===== src/rtl/pc_stack_if.sv =====
// Fetch-control bus between the core sequencer and the pc_stack stage.
// PC_STACK_ERR_FLAGS_EN adds the sticky stack_ovf / stack_unf status bits.
interface pc_stack_if #(
  parameter int PC_WIDTH = 11
);
  logic                inc_en;
  logic                jump;
  logic                call;
  logic                ret;
  logic                pcl_write;
  logic                skip_req;
  logic [PC_WIDTH-1:0] target;
  logic [PC_WIDTH-1:0] pc_out;
  logic                flush;
  logic                stack_empty;
  logic                stack_full;
`ifdef PC_STACK_ERR_FLAGS_EN
  logic                stack_ovf;
  logic                stack_unf;

  modport master (
    output inc_en, jump, call, ret, pcl_write, skip_req, target,
    input  pc_out, flush, stack_empty, stack_full, stack_ovf, stack_unf
  );
  modport slave (
    input  inc_en, jump, call, ret, pcl_write, skip_req, target,
    output pc_out, flush, stack_empty, stack_full, stack_ovf, stack_unf
  );
`else
  modport master (
    output inc_en, jump, call, ret, pcl_write, skip_req, target,
    input  pc_out, flush, stack_empty, stack_full
  );
  modport slave (
    input  inc_en, jump, call, ret, pcl_write, skip_req, target,
    output pc_out, flush, stack_empty, stack_full
  );
`endif
endinterface


===== src/rtl/pc_stack.sv =====
// Program counter and shift-register return stack; flush squashes the wrong-path fetch.
// Optional macro PC_STACK_ERR_FLAGS_EN enables sticky stack_ovf / stack_unf outputs.
module pc_stack #(
  parameter int                  PC_WIDTH     = 11,
  parameter int                  STACK_DEPTH  = 2,
  parameter logic [PC_WIDTH-1:0] RESET_VECTOR = {PC_WIDTH{1'b1}}
) (
  input logic       clock,
  input logic       reset,
  pc_stack_if.slave bus
);

  localparam int              CNT_W      = $clog2(STACK_DEPTH + 1);
  localparam logic [CNT_W-1:0] FULL_COUNT = CNT_W'(STACK_DEPTH);

  typedef enum logic [2:0] {
    ACT_HOLD,
    ACT_INC,
    ACT_SKIP,
    ACT_LOAD,
    ACT_CALL,
    ACT_RET
  } action_e;

  action_e             action;
  logic [PC_WIDTH-1:0] pc_reg, pc_next;
  logic                flush_reg, flush_next;
  logic [CNT_W-1:0]    count_reg, count_next;
  logic [PC_WIDTH-1:0] stack_reg  [STACK_DEPTH];
  logic [PC_WIDTH-1:0] stack_next [STACK_DEPTH];
  logic                push, pop, is_empty, is_full;

  assign is_empty = (count_reg == '0);
  assign is_full  = (count_reg == FULL_COUNT);

  // Single priority decode: ret > call > jump > pcl_write > skip_req > inc_en.
  always_comb begin
    action = ACT_HOLD;
    if (bus.ret)                        action = ACT_RET;
    else if (bus.call)                  action = ACT_CALL;
    else if (bus.jump || bus.pcl_write) action = ACT_LOAD;
    else if (bus.skip_req)              action = ACT_SKIP;
    else if (bus.inc_en)                action = ACT_INC;
  end

  always_comb begin
    pc_next    = pc_reg;
    flush_next = 1'b0;
    push       = 1'b0;
    pop        = 1'b0;
    count_next = count_reg;
    case (action)
      ACT_RET: begin
        pc_next    = stack_reg[0];
        flush_next = 1'b1;
        pop        = 1'b1;
        count_next = is_empty ? count_reg : count_reg - CNT_W'(1);
      end
      ACT_CALL: begin
        pc_next    = bus.target;
        flush_next = 1'b1;
        push       = 1'b1;
        count_next = is_full ? count_reg : count_reg + CNT_W'(1);
      end
      ACT_LOAD: begin
        pc_next    = bus.target;
        flush_next = 1'b1;
      end
      ACT_SKIP: begin
        pc_next    = pc_reg + PC_WIDTH'(1);
        flush_next = 1'b1;
      end
      ACT_INC:  pc_next = pc_reg + PC_WIDTH'(1);
      default:  pc_next = pc_reg;
    endcase
  end

  // Push shifts toward the bottom (oldest falls off); pop shifts up and the bottom entry keeps its value.
  genvar gi;
  generate
    for (gi = 0; gi < STACK_DEPTH; gi++) begin : g_stack
      logic [PC_WIDTH-1:0] shift_down;
      logic [PC_WIDTH-1:0] shift_up;
      if (gi == 0) begin : g_top
        assign shift_down = pc_reg;
      end else begin : g_below
        assign shift_down = stack_reg[gi-1];
      end
      if (gi == STACK_DEPTH - 1) begin : g_bottom
        assign shift_up = stack_reg[gi];
      end else begin : g_above
        assign shift_up = stack_reg[gi+1];
      end
      assign stack_next[gi] = push ? shift_down : (pop ? shift_up : stack_reg[gi]);
    end
  endgenerate

  always_ff @(posedge clock or negedge reset) begin
    if (!reset) begin
      pc_reg    <= RESET_VECTOR;
      flush_reg <= 1'b0;
      count_reg <= '0;
      for (int i = 0; i < STACK_DEPTH; i++) stack_reg[i] <= '0;
    end else begin
      pc_reg    <= pc_next;
      flush_reg <= flush_next;
      count_reg <= count_next;
      for (int i = 0; i < STACK_DEPTH; i++) stack_reg[i] <= stack_next[i];
    end
  end

  assign bus.pc_out      = pc_reg;
  assign bus.flush       = flush_reg;
  assign bus.stack_empty = is_empty;
  assign bus.stack_full  = is_full;

`ifdef PC_STACK_ERR_FLAGS_EN
  logic ovf_reg, unf_reg;

  always_ff @(posedge clock or negedge reset) begin
    if (!reset) begin
      ovf_reg <= 1'b0;
      unf_reg <= 1'b0;
    end else begin
      if (push && is_full) ovf_reg <= 1'b1;
      if (pop && is_empty) unf_reg <= 1'b1;
    end
  end

  assign bus.stack_ovf = ovf_reg;
  assign bus.stack_unf = unf_reg;
`endif

endmodule


===== src/flat_wrapper.sv =====
// flat-port wrapper written by rule: the top's interface ports become plain ports
module pc_stack_flat 
#(
  parameter int                  PC_WIDTH     = 11,
  parameter int                  STACK_DEPTH  = 2,
  parameter logic [PC_WIDTH-1:0] RESET_VECTOR = {PC_WIDTH{1'b1}}
)
  (clock, reset, bus_inc_en, bus_jump, bus_call, bus_ret, bus_pcl_write, bus_skip_req, bus_target, bus_pc_out, bus_flush, bus_stack_empty, bus_stack_full);
  pc_stack_if #(.PC_WIDTH(PC_WIDTH)) bus_i ();
  input logic clock;
  input logic reset;
  input wire logic [$bits(bus_i.inc_en)-1:0] bus_inc_en;
  input wire logic [$bits(bus_i.jump)-1:0] bus_jump;
  input wire logic [$bits(bus_i.call)-1:0] bus_call;
  input wire logic [$bits(bus_i.ret)-1:0] bus_ret;
  input wire logic [$bits(bus_i.pcl_write)-1:0] bus_pcl_write;
  input wire logic [$bits(bus_i.skip_req)-1:0] bus_skip_req;
  input wire logic [$bits(bus_i.target)-1:0] bus_target;
  output wire logic [$bits(bus_i.pc_out)-1:0] bus_pc_out;
  output wire logic [$bits(bus_i.flush)-1:0] bus_flush;
  output wire logic [$bits(bus_i.stack_empty)-1:0] bus_stack_empty;
  output wire logic [$bits(bus_i.stack_full)-1:0] bus_stack_full;
  assign bus_i.inc_en = bus_inc_en;
  assign bus_i.jump = bus_jump;
  assign bus_i.call = bus_call;
  assign bus_i.ret = bus_ret;
  assign bus_i.pcl_write = bus_pcl_write;
  assign bus_i.skip_req = bus_skip_req;
  assign bus_i.target = bus_target;
  assign bus_pc_out = bus_i.pc_out;
  assign bus_flush = bus_i.flush;
  assign bus_stack_empty = bus_i.stack_empty;
  assign bus_stack_full = bus_i.stack_full;
  pc_stack #(.PC_WIDTH(PC_WIDTH), .STACK_DEPTH(STACK_DEPTH), .RESET_VECTOR(RESET_VECTOR)) u_core (.clock(clock), .reset(reset), .bus(bus_i));
endmodule

===== config.mk =====
export PLATFORM = sky130hd
export DESIGN_NAME = pc_stack_flat
export DESIGN_NICKNAME = d
export VERILOG_FILES = /design/src/rtl/pc_stack_if.sv /design/src/rtl/pc_stack.sv /design/src/flat_wrapper.sv
export SDC_FILE = /design/constraint.sdc
export NUM_CORES = 1
export LEC_CHECK = 0
export BUFFER_PORTS_ARGS = -buffer_cell sky130_fd_sc_hd__buf_2
export CELL_PAD_IN_SITES_DETAIL_PLACEMENT = 0
export CELL_PAD_IN_SITES_GLOBAL_PLACEMENT = 2
export CORE_ASPECT_RATIO = 1.5
export CORE_MARGIN = 4
export CORE_UTILIZATION = 37
export CTS_CLUSTER_SIZE = 40
export DETAILED_ROUTE_END_ITERATION = 10
export PLACE_DENSITY_LB_ADDON = 0.1
export SKIP_LAST_GASP = 1
export SLEW_MARGIN = 20
export SYNTH_ARGS = -nofsm -noshare
export SYNTH_HDL_FRONTEND = slang
export SYNTH_SLANG_ARGS = --single-unit

===== constraint.sdc =====
create_clock -name clock -period 2.75 [get_ports clock]
set_input_delay 0.4125 -clock clock [delete_from_list [all_inputs] [get_ports clock]]
set_output_delay 0.4125 -clock clock [all_outputs]
set_load 0.03 [all_outputs]

### Word-level counts from Yosys, hierarchy flattened

Index checks and enable logic that the tools add are counted.

| word-level totals | value |
|---|---|
| register bits after elaboration | 36 |
| latch bits | 0 |
| bits in writable memories | 0 |
| memory bits (read-only) | 0 |
| bits of input ports | 19 |
| output and inout bits | 14 |
| word-level logic and storage cells | 39 |
| memories kept | 0 |

| operators by class | value |
|---|---|
| add/subtract/negate cells | 3 |
| multipliers | 0 |
| divide/modulo/power cells | 0 |
| $lt $le $gt $ge | 0 |
| equal/unequal tests | 8 |
| shift operators | 0 |
| multiplexer cells | 14 |
| bitwise gates (word level) | 0 |
| reductions and logical operators | 9 |

Operator list:

| cell | count |
|---|---|
| $pmux W11 S3 | 1 |
| $mux W11 | 2 |
| $mux W3 | 4 |
| $add A11 B1 Y11 const B | 1 |
| $eq A3 B2 Y1 const B | 2 |
| $eq A3 B3 Y1 const B | 2 |
| $mux W1 | 4 |
| $mux W2 | 2 |
| $ne A2 B2 Y1 const B | 2 |
| $pmux W2 S2 | 1 |
| $reduce_bool A2 Y1 | 2 |
| $reduce_or A2 Y1 | 2 |
| $reduce_or A4 Y1 | 1 |
| $eq A3 B1 Y1 const B | 1 |
| $reduce_and A3 Y1 | 1 |
| $reduce_bool A3 Y1 | 1 |
| $add A2 B1 Y2 const B | 1 |
| $eq A2 B2 Y1 const B | 1 |
| $logic_not A2 Y1 | 1 |
| $sub A2 B1 Y2 const B | 1 |
| $logic_or A1 B1 Y1 | 1 |

### Logic depth before layout (Yosys ltp)

Gate-level depths: netlist of run 1.

| depth | value |
|---|---|
| depth after elaboration | 9 |
| mapped depth | 6 |
| gate-level depth less buffers | 5 |

### Least setup slack after synthesis of run 1

OpenSTA, ideal clock, no wires.

| path | value |
|---|---|
| path type | input to register |
| start | input port bus_call |
| end | register u_core.pc_reg[7], in the netlist u_core.bus.pc_out[7] |
| library setup time | 84 ps |
| arrival time | 1695 ps |
| required time | 2666 ps |
| setup slack | 970 ps |
| cell stages on the path | 5 |
| path buffers | 1 |
| path through | buf_6 -> or4_4 -> or4_1 -> o21ai_2 -> a22oi_2 |

| on the way | value |
|---|---|
| word-level cells in the longest chain between the ends | 5 |
| elaborated cells on any way between the ends | 11 |
| those cells by class | eq/ne (5); mux (3); reduce/logical (3) |

Ends and longest elaborated chain:

| item | RTL line | text |
|---|---|---|
| start, declared | flat_wrapper.sv:14 | `input wire logic [$bits(bus_i.call)-1:0] bus_call;` |
| $mux W3 (*) | pc_stack.sv:40 | `else if (bus.call) action = ACT_CALL;` |
| $mux W3 (*) | pc_stack.sv:39 | `if (bus.ret) action = ACT_RET;` |
| $eq A3 B2 Y1, or another cell as far along | pc_stack.sv:52 | `case (action)` |
| $reduce_or A2 Y1 (no source line) | n/a |  |
| $pmux W11 S3 or $reduce_bool A3 Y1 (tied branches) | n/a |  |
| end signal, assigned | pc_stack.sv:105 | `pc_reg <= pc_next;` |
| end, declared | pc_stack.sv:26 | `logic [PC_WIDTH-1:0] pc_reg, pc_next;` |

Mark *: on every way between the ends. The rest lies on a longest branch, timed or not.
A chain may end at the register's enable or synchronous reset.

### Final worst setup path of run 1

Ends and elaborated chain as after synthesis.

==> reports/results.ini, run 1 <==
[synth]
netlist_area_mm2 = 0.00190
synth_nets = 209
syn_area_per_cell_um2 = 10.1
synth_seq_cells = 36
synth_cells = 189
yosysSeqAreaShare = 0.481
yosys_warnings = 0
ys_types = 43

[cts]
cts.sinks = 36
cts_hold_buf = 0
h-tree-depth = 2
ctsResizeCount = 0
cts_setup_buffers = 0
clk_pin_slew_ps = 80
worst_skew_pair.late_latency_ps = 290
numCtsBuffers = 5
cts_tree = yes
root_buffer = clkbuf_8
clk_path_buf_depth = 2

[timing]
maxSlewViolCount = 0
fin_worst_skew_ps = 11.2
setup_violations = 0
finalHoldViolCount = 0
period_share = 0.662
rsz0062_at_grt = false
fin_tns_setup_ps = 0
max_freq_mhz = 550
layout_min_cycle_time_ps = 1820
worst_pin_slew_ps = 803
slew_headroom = 0.465

[critical_path]
critPathKind = in2reg
cp.arrival_ps = 2030
r2r_end = u_core.bus.pc_out[6]$_DFFE_PN1P_
reg2reg_from = u_core.bus.pc_out[0]$_DFFE_PN1P_
critPathLaunchType = primary input
critPathMaxFanout = 17
worstSetupEndpointType = flip-flop
crit_start = bus_call
required_ps = 2960
r2r_cells = 4
r2r_slack_ps = 1040

[layout]
num_antenna_cells = 0
fillerInstances = 497
seq_area_um2 = 915
postLayoutCoreUtil = 0.455
area_delta_synth_final_pct = 17.0
multiInputGateArea_um2 = 926
drive_above_1_share = 0.323
fin_nets = 239

[grt]
grt_usage = 0.162
grt_max_degree = 48
grt_pass1_wl_mm = 7.69
antenna_found_initial = 0
grt_overflow = 0
grt_pass1_vias = 1539

[power_and_ir_drop]
p_leak_nw = 0.966
p_sw_w = 0.000494
p_comb_frac = 0.226
swShare = 0.311
seq_power_share = 0.488
p_int_w = 0.00110
p_per_area_mw_per_mm2 = 715
p_clk_frac = 0.286
peakVddDrop_mv = 0.362

[die]
start_util = 0.389
pin_count = 33
die_h_um = 95.8
core-area_mm2 = 0.00489
die_area_mm2 = 0.00637
rows = 31
die_x_um = 66.5

[route]
avgViaCountPerCell = 5.37
dr.pass1.iters = 4
wl_per_cell_um = 16.4
drc = 0
drt_iter0_drc = 75
num_vias = 1536
route.final.wire_length_mm = 4.68
antenna_left = 0

[placement]
gp_congestion = 0.737
portBuffers = 32
hpwl_mm = 3.24

[status]
status = complete, no violations

[hold_path]
worst_hold_path_type = in2async

[job]
drv_cap = 0

-- worst max path at each step --
stage          slack (ps)  depth (start not counted)                               end
2_1_floorplan         970                          5  u_core.bus.pc_out[7]$_DFFE_PN1P_
3_3_place_gp          630                          5  u_core.bus.pc_out[7]$_DFFE_PN1P_
3_5_place_dp          620                          5  u_core.bus.pc_out[7]$_DFFE_PN1P_
4_1_cts               930                          5  u_core.bus.pc_out[7]$_DFFE_PN1P_
5_1_grt               900                          5  u_core.bus.pc_out[7]$_DFFE_PN1P_
6_report              930                          5  u_core.bus.pc_out[7]$_DFFE_PN1P_
-- cell usage in the layout, fill, tap and decap left out, types with 3 or more instances in the layout --
master and n:
buf_2 32, dfrtp_1 25, nand2_1 24, o21ai_0 19, mux2i_1 13, mux2_2 12
dfstp_2 11, nor2_1 8, and3_1 5, a21oi_1 5, clkbuf_8 5, nand3_1 4
nand4_1 4, o31ai_1 4, buf_4 4, nand2b_1 3, o211ai_1 3, nor3_1 3
-- final cells by class --
class	instances	share of cell area
inverters	1	0.00169
well taps	66	0.0371
flip-flops and latches	36	0.411
repair buffers	36	0.0855
clock inverters	2	0.0157
multi-input cells	139	0.416
clock buffers	6	0.0326
-- kinds of logic after synthesis --
group | count (synthesis) | synth area share
flip-flops | 36 | 0.481
multiplexers | 25 | 0.139
AO/OA/AOI/OAI | 44 | 0.149
adder cells (fa/ha/maj) | 1 | 0.00658
buffers and inverters | 14 | 0.0322
AND/OR/NAND/NOR | 65 | 0.174
XOR/XNOR | 4 | 0.0184
-- worst max-delay path, cell delays in order --
cell and delay (ps):
buf_2 250, or4_4 660, or4_1 560, o21ai_2 80, a22oi_2 60
-- stage by stage --
step / power (W) / hold slack, ps / cells / area, µm² / setup slack [ps]
after detailed placement: 0.00115 / 465 / 278 / 2120 / 621
final: 0.00159 / 203 / 286 / 2220 / 931
after global placement: 0.00113 / 455 / 278 / 2120 / 629
after global routing: 0.00169 / 283 / 286 / 2220 / 898
after floorplan: 0.00102 / 117 / 189 / 1900 / 970
after CTS: 0.00161 / 233 / 286 / 2220 / 929
-- synthesized netlist by cell type (all sizes together) --
library cell / number / share of area
a211oi: 2 / 0.0079
a21oi: 5 / 0.013
a22oi: 1 / 0.0066
a2bb2oi: 1 / 0.0046
a311o: 1 / 0.0053
a31oi: 2 / 0.0066
a32o: 1 / 0.0053
a41oi: 1 / 0.0046
and2: 1 / 0.0033
and3: 5 / 0.016
and4: 2 / 0.0092
buf: 4 / 0.012
clkbuf: 9 / 0.018
dfrtp: 25 / 0.33
dfstp: 11 / 0.15
ha: 1 / 0.0066
inv: 1 / 0.0020
mux2: 12 / 0.071
mux2i: 13 / 0.068
nand2: 24 / 0.047
nand2b: 3 / 0.0099
nand3: 4 / 0.011
nand4: 4 / 0.013
nor2: 8 / 0.016
nor2b: 2 / 0.0066
nor3: 3 / 0.0079
nor3b: 1 / 0.0039
nor4: 2 / 0.0066
o211ai: 3 / 0.012
o21a: 1 / 0.0039
o21ai: 20 / 0.055
o22ai: 1 / 0.0033
o31ai: 4 / 0.016
o32a: 1 / 0.0053
or2: 2 / 0.0066
or3: 2 / 0.0066
or4: 2 / 0.0099
xnor2: 2 / 0.0092
xor2: 2 / 0.0092
-- power groups by stage --
stage | combinational, W | clock [W] | sequential, W
4_1_cts | 0.000367 | 0.000472 | 0.000776
5_1_grt | 0.000401 | 0.000492 | 0.000795
3_5_place_dp | 0.000366 | 0 | 0.000785
3_3_place_gp | 0.000357 | 0 | 0.000776
6_report | 0.000360 | 0.000455 | 0.000775
2_1_floorplan | 0.000222 | 0 | 0.000803
-- layer usage --
metal  up-vias  wire length [µm]  global-route usage
li1        745                 -                   -
met5         -                 0                   0
met3         6               161              0.0304
met2        30              2430               0.276
met1       755              2010               0.200
met4         0                69              0.0610
Power figures use the tool's default switching activity.
==> run 2: changes to the inputs <==
--- a/config.mk
+++ b/config.mk
@@ -10,7 +10,7 @@
 export CELL_PAD_IN_SITES_GLOBAL_PLACEMENT = 2
 export CORE_ASPECT_RATIO = 1.5
 export CORE_MARGIN = 4
-export CORE_UTILIZATION = 37
+export CORE_UTILIZATION = 35
 export CTS_CLUSTER_SIZE = 40
 export DETAILED_ROUTE_END_ITERATION = 10
 export PLACE_DENSITY_LB_ADDON = 0.1
==> constraint.sdc (replaced) <==
create_clock -name clock -period 1.8 [get_ports clock]
set_input_delay 0.27 -clock clock [delete_from_list [all_inputs] [get_ports clock]]
set_output_delay 0.27 -clock clock [all_outputs]
set_load 0.03 [all_outputs]
==> run 2 against run 1 <==
Effect of this change:
- die area up 5.1%
- core utilization shrank 1.7 points
- count of clock-buffer cells in the layout grew 2
- sequential share of layout area shrank 0.99 points
- register-to-register slack worse by 910 ps
- power grew 50%
- sequential cell count unchanged
==> reports/results.ini, run 2 (synthesized netlist as in run 1, its figures left out) <==
[grt]
grt_pass1_wl_mm = 8.14  ; +5.8%
antenna_found_initial = 0  ; unchanged
grt_pass1_vias = 1670  ; +8.5%
grt_overflow = 0  ; unchanged
grt_usage = 0.159  ; -0.00224
grt_max_degree = 37  ; -23%

[critical_path]
worstSetupEndpointType = flip-flop
r2r_end = u_core.bus.pc_out[6]$_DFFE_PN1P_
cpMaxStageDelayCell = dfstp_2
cpPeakStageDelay_ps = 540  ; -120 ps
critPathLaunchType = flip-flop
critPathMaxFanout = 5  ; -12
reg2reg_from = u_core.bus.pc_out[0]$_DFFE_PN1P_
required_ps = 2030  ; -930 ps
critPathKind = reg2reg
cp.arrival_ps = 1890  ; -140 ps
path_cells = ha_1 -> and4_1 -> nand2_1 -> nor4_1 -> a311o_1
r2r_slack_ps = 130  ; -910 ps
r2r_cells = 5  ; +1

[timing]
maxSlewViolCount = 0  ; unchanged
finalHoldViolCount = 0  ; unchanged
layout_min_cycle_time_ps = 1670
worst_pin_slew_ps = 475  ; -328 ps
fin_tns_setup_ps = 0  ; unchanged
fin_worst_skew_ps = 7.44  ; -3.74 ps
setup_violations = 0  ; unchanged
rsz0062_at_grt = false
hold_ws_ps = 22.7  ; -180 ps
period_share = 0.925
slew_headroom = 0.683  ; +0.219
max_freq_mhz = 600

[cts]
numCtsBuffers = 5  ; unchanged
ctsResizeCount = 0  ; unchanged
cts_hold_buf = 0  ; unchanged
cts.sinks = 36  ; unchanged
root_buffer = clkbuf_8
worst_skew_pair.late_latency_ps = 290  ; about the same
clk_path_buf_depth = 2  ; unchanged
cts_setup_buffers = 0  ; unchanged
clk_pin_slew_ps = 70  ; about the same
cts_tree = yes
h-tree-depth = 2  ; unchanged

[placement]
hpwl_mm = 3.47  ; +7.2%
placed_cell_area_mm2 = 0.00218  ; +3.0%
portBuffers = 32  ; unchanged
gp_congestion = 0.789  ; +7.1%

[route]
dr.pass1.iters = 4  ; unchanged
drc = 0  ; unchanged
num_vias = 1556  ; +1.3%
drt_iter0_drc = 50  ; -33%
avgViaCountPerCell = 5.26  ; -2.1%
wl_per_cell_um = 16.3  ; -0.26%
route.final.wire_length_mm = 4.83  ; +3.2%
antenna_left = 0  ; unchanged

[power_and_ir_drop]
swShare = 0.316  ; +0.00514
seq_power_share = 0.493  ; +0.005
p_leak_nw = 1.00  ; +3.6%
power_w = 0.00238  ; +50%
p_clk_frac = 0.263  ; -0.023
p_sw_w = 0.000753  ; +52%
p_per_area_mw_per_mm2 = 1040  ; +46%
peakVddDrop_mv = 0.446  ; +23%
p_int_w = 0.00163  ; +49%
p_comb_frac = 0.244  ; +0.018

[layout]
postLayoutCellArea_mm2 = 0.00228  ; +2.5%
drive_above_1_share = 0.346  ; +0.0238
layout_commonest_cell = buf_2
num_antenna_cells = 0  ; unchanged
area_delta_synth_final_pct = 19.9
layout_common_cells = buf_2, dfrtp_1, nand2_1
fin_nets = 247  ; +3.3%

[die]
rows = 32  ; +3.2%
die_area_mm2 = 0.00670  ; +5.1%
die_x_um = 68.2  ; +2.5%
die_h_um = 98.3  ; +2.6%
start_util = 0.365  ; -0.0238
core-area_mm2 = 0.00520  ; +6.5%
pin_count = 33  ; unchanged

[job]
drv_cap = 0  ; unchanged

[hold_path]
worst_hold_path_type = in2async

[status]
status = complete, no violations

run 2: changes by cell type in the layout (fill, tap and decap cells not counted):
cell	change
clkbuf_8	+2
bufinv_16	-1
buf_4	+8
clkinv_2	-1
run 2: per-stage QoR:
| step | setup WS [ps] | instances | utilization |
|---|---|---|---|
| global route | 48.1 | 296 | 0.438 |
| detailed placement | 108 | 288 | 0.419 |
| floorplan | 152 | 189 | - |
| CTS | 141 | 296 | 0.438 |
| finish | 135 | 296 | 0.438 |
| global placement | 123 | 288 | 0.419 |
run 2: power groups by stage:
stage	Sequential (W)	Clock, W	Combinational (W)
4_1_cts	0.00117	0.000642	0.000591
3_5_place_dp	0.00119	0	0.000590
3_3_place_gp	0.00117	0	0.000574
5_1_grt	0.00121	0.000683	0.000648
2_1_floorplan	0.00123	0	0.000339
6_report	0.00117	0.000626	0.000581
run 2: how the worst max path moves through the flow:
| stage | from | endpoint | slack [ps] | cells past startpoint |
|---|---|---|---|---|
| 2_1_floorplan | u_core.bus.pc_out[0]$_DFFE_PN1P_ | u_core.bus.pc_out[6]$_DFFE_PN1P_ | 150 | 4 |
| 3_3_place_gp | bus_call | u_core.bus.pc_out[7]$_DFFE_PN1P_ | 120 | 5 |
| 3_5_place_dp | bus_call | u_core.bus.pc_out[7]$_DFFE_PN1P_ | 110 | 5 |
| 4_1_cts | u_core.bus.pc_out[0]$_DFFE_PN1P_ | u_core.bus.pc_out[6]$_DFFE_PN1P_ | 140 | 5 |
| 5_1_grt | u_core.bus.pc_out[0]$_DFFE_PN1P_ | u_core.bus.pc_out[6]$_DFFE_PN1P_ | 50 | 5 |
| 6_report | u_core.bus.pc_out[0]$_DFFE_PN1P_ | u_core.bus.pc_out[6]$_DFFE_PN1P_ | 130 | 5 |
run 2: routing by layer:
layer | share of wire | wire length (µm) | track usage | vias up
met5 | 0 | 0 | 0 | -
li1 | - | - | - | 764
met3 | 0.051 | 248 | 0.0426 | 5
met1 | 0.44 | 2150 | 0.208 | 757
met2 | 0.49 | 2370 | 0.256 | 30
met4 | 0.012 | 59 | 0.0413 | 0
run 2: critical path: cells and delay by family (launching register included):
family	cells	cell delay, ps
AND/OR/NAND/NOR	3	660
AO/OA/AOI/OAI	1	180
flip-flops	1	540
adder cells (fa/ha/maj)	1	230
run 2: final cells by class:
type | count | area, µm²
Sequential cell | 36 | 915
Timing Repair Buffer | 44 | 250
Fill cell | 546 | 2930
Tap cell | 68 | 85.1
Clock buffer | 8 | 100
Multi-Input combinational cell | 139 | 926
Inverter | 1 | 3.75
==> run 3: changes to the inputs <==
--- a/config.mk
+++ b/config.mk
@@ -5,14 +5,14 @@
 export SDC_FILE = /design/constraint.sdc
 export NUM_CORES = 1
 export LEC_CHECK = 0
-export BUFFER_PORTS_ARGS = -buffer_cell sky130_fd_sc_hd__buf_2
 export CELL_PAD_IN_SITES_DETAIL_PLACEMENT = 0
 export CELL_PAD_IN_SITES_GLOBAL_PLACEMENT = 2
 export CORE_ASPECT_RATIO = 1.5
 export CORE_MARGIN = 4
-export CORE_UTILIZATION = 35
+export CORE_UTILIZATION = 42
 export CTS_CLUSTER_SIZE = 40
 export DETAILED_ROUTE_END_ITERATION = 10
+export DONT_BUFFER_PORTS = 1
 export PLACE_DENSITY_LB_ADDON = 0.1
 export SKIP_LAST_GASP = 1
 export SLEW_MARGIN = 20
==> constraint.sdc (replaced) <==
create_clock -name clock -period 2 [get_ports clock]
set_input_delay 0.3 -clock clock [delete_from_list [all_inputs] [get_ports clock]]
set_output_delay 0.3 -clock clock [all_outputs]
set_load 0.03 [all_outputs]
==> run 3 against run 2 <==
Effect of this change:
- worst setup slack gained 290 ps
- register-to-register slack gained 290 ps
- largest power group unchanged
- critical path type unchanged
- critical path depth is the same
- sequential power shrank 9%
- die area shrank 15%
- fmax grew 5.6%
- power shrank 12%
- via count shrank 4.7%
- cell count shrank 18%
- first-iteration DRC count grew 38%
==> reports/results.ini, run 3 (synthesized netlist as in run 1, its figures left out) <==
[critical_path]
critPathMaxFanout = 6  ; +1
critPathKind = reg2reg
required_ps = 2210  ; +180 ps
critPathLaunchType = flip-flop
worstSetupEndpointType = flip-flop
cp.arrival_ps = 1790  ; -100 ps
r2r_slack_ps = 420  ; +290 ps

[timing]
finalHoldViolCount = 0  ; unchanged
layout_min_cycle_time_ps = 1580  ; -88.1 ps
slew_headroom = 0.574  ; -0.109
hold_ws_ps = 83.3  ; +60.6 ps
fin_tns_setup_ps = 0  ; unchanged
max_freq_mhz = 634  ; +5.6%
rsz0062_at_grt = false
finalWorstSetupSlack_ps = 423  ; +288 ps
maxSlewViolCount = 0  ; unchanged
worst_pin_slew_ps = 637  ; +162 ps
period_share = 0.789  ; -0.137
setup_violations = 0  ; unchanged
fin_worst_skew_ps = 4.50  ; -2.94 ps

[cts]
clk_path_buf_depth = 2  ; unchanged
cts_setup_buffers = 0  ; unchanged
ctsResizeCount = 0  ; unchanged
numCtsBuffers = 5  ; unchanged
worst_skew_pair.late_latency_ps = 280  ; about the same
cts_tree = yes
cts_hold_buf = 2  ; +2
h-tree-depth = 2  ; unchanged
root_buffer = clkbuf_8
cts.sinks = 36  ; unchanged
clk_pin_slew_ps = 70  ; about the same

[die]
pin_count = 33  ; unchanged
die_x_um = 62.9  ; -7.7%
die_area_mm2 = 0.00569  ; -15%
die_h_um = 90.4  ; -8.0%
rows = 29  ; -9.4%
start_util = 0.440  ; +0.0751
core-area_mm2 = 0.00432  ; -17%

[layout]
layout_commonest_cell = dfrtp_1
area_delta_synth_final_pct = 11.2
drive_above_1_share = 0.239  ; -0.108
multiInputGateArea_um2 = 926  ; unchanged
num_antenna_cells = 0  ; unchanged
postLayoutCoreUtil = 0.490  ; +0.0517
seq_area_um2 = 915  ; unchanged
layout_common_cells = dfrtp_1, nand2_1, o21ai_0
fin_nets = 216  ; -13%
fillerInstances = 412  ; -25%

[power_and_ir_drop]
seq_power_share = 0.509  ; +0.016
p_int_w = 0.00144  ; -11%
p_sw_w = 0.000655  ; -13%
power_w = 0.00210  ; -12%
p_per_area_mw_per_mm2 = 993  ; -5.0%
p_comb_frac = 0.220  ; -0.024
peakVddDrop_mv = 0.588  ; +32%
swShare = 0.312  ; -0.00393
p_clk_frac = 0.271  ; +0.008
p_leak_nw = 0.881  ; -12%

[grt]
grt_pass1_vias = 1467  ; -12%
grt_pass1_wl_mm = 7.64  ; -6.1%
grt_max_degree = 49  ; +32%
grt_usage = 0.174  ; +0.0143
antenna_found_initial = 0  ; unchanged
grt_overflow = 0  ; unchanged

[route]
route.final.wire_length_mm = 4.58  ; -5.1%
antenna_left = 0  ; unchanged
drc = 0  ; unchanged
drt_iter0_drc = 69  ; +38%
num_vias = 1483  ; -4.7%
wl_per_cell_um = 18.9  ; +16%
dr.pass1.iters = 4  ; unchanged
avgViaCountPerCell = 6.10  ; +16%

[placement]
portBuffers = 0  ; -100%
hpwl_mm = 3.25  ; -6.3%
gp_congestion = 0.828  ; +4.9%
dp_slack_ps = 307  ; +199 ps

[hold_path]
worst_hold_path_type = in2reg

[status]
status = complete, no violations

[job]
drv_cap = 0  ; unchanged

-- run 3: changes by cell type in the layout (fill, tap and decap cells not counted) --
cell	before	now
dlygate4sd3_1	0	1
buf_12	0	1
buf_4	12	11
buf_2	32	0
-- run 3: stage by stage --
stage,area (µm²),cells
after floorplan,1900,189
after detailed placement,1980,233
after global routing,2110,243
final,2110,243
after global placement,1980,233
after CTS,2110,243
-- run 3: final cells by class --
class / instances / share of cell area
timing repair buffer: 13 / 0.0533
inverter: 1 / 0.00178
clock buffer: 8 / 0.0473
sequential: 36 / 0.433
multi-input combinational: 139 / 0.438
tap: 46 / 0.0272
-- run 3: worst paths after layout --
kind / from / endpoint / cells past startpoint
min: bus_ret / u_core.bus.pc_out[1]$_DFFE_PN1P_ / 1
min in group asynchronous: reset / u_core.g_stack[1].shift_down[5]$_DFFE_PN0P_ / 2
max in group asynchronous: reset / u_core.bus.pc_out[2]$_DFFE_PN1P_ / 2
min reg2reg: u_core.g_stack[0].shift_up[5]$_DFFE_PN0P_ / u_core.g_stack[1].shift_down[5]$_DFFE_PN0P_ / 2
max: u_core.bus.pc_out[0]$_DFFE_PN1P_ / u_core.bus.pc_out[7]$_DFFE_PN1P_ / 5
max reg2reg: u_core.bus.pc_out[0]$_DFFE_PN1P_ / u_core.bus.pc_out[7]$_DFFE_PN1P_ / 5
-- run 3: layer usage --
metal  up-vias  global-route usage  wire length, µm  share of wire
met4         0              0.0737              114          0.025
met3         8              0.0511              225          0.049
met1       740               0.216             1970           0.43
met2        32               0.277             2270           0.50
met5         -                   0                0              0
li1        703                   -                -              -
-- run 3: power groups by stage --
stage          sequential, W  clock [W]  combinational (W)
6_report             0.00107   0.000570           0.000462
3_3_place_gp         0.00107          0           0.000438
2_1_floorplan        0.00110          0           0.000305
4_1_cts              0.00107   0.000587           0.000470
5_1_grt              0.00109   0.000628           0.000515
3_5_place_dp         0.00108          0           0.000449
-- run 3: critical path, stage by stage (launching register included) --
cell	delay (ps)
dfstp_2	530
buf_4	200
nand2_1	100
or4_1	530
o21ai_2	80
a22oi_2	60
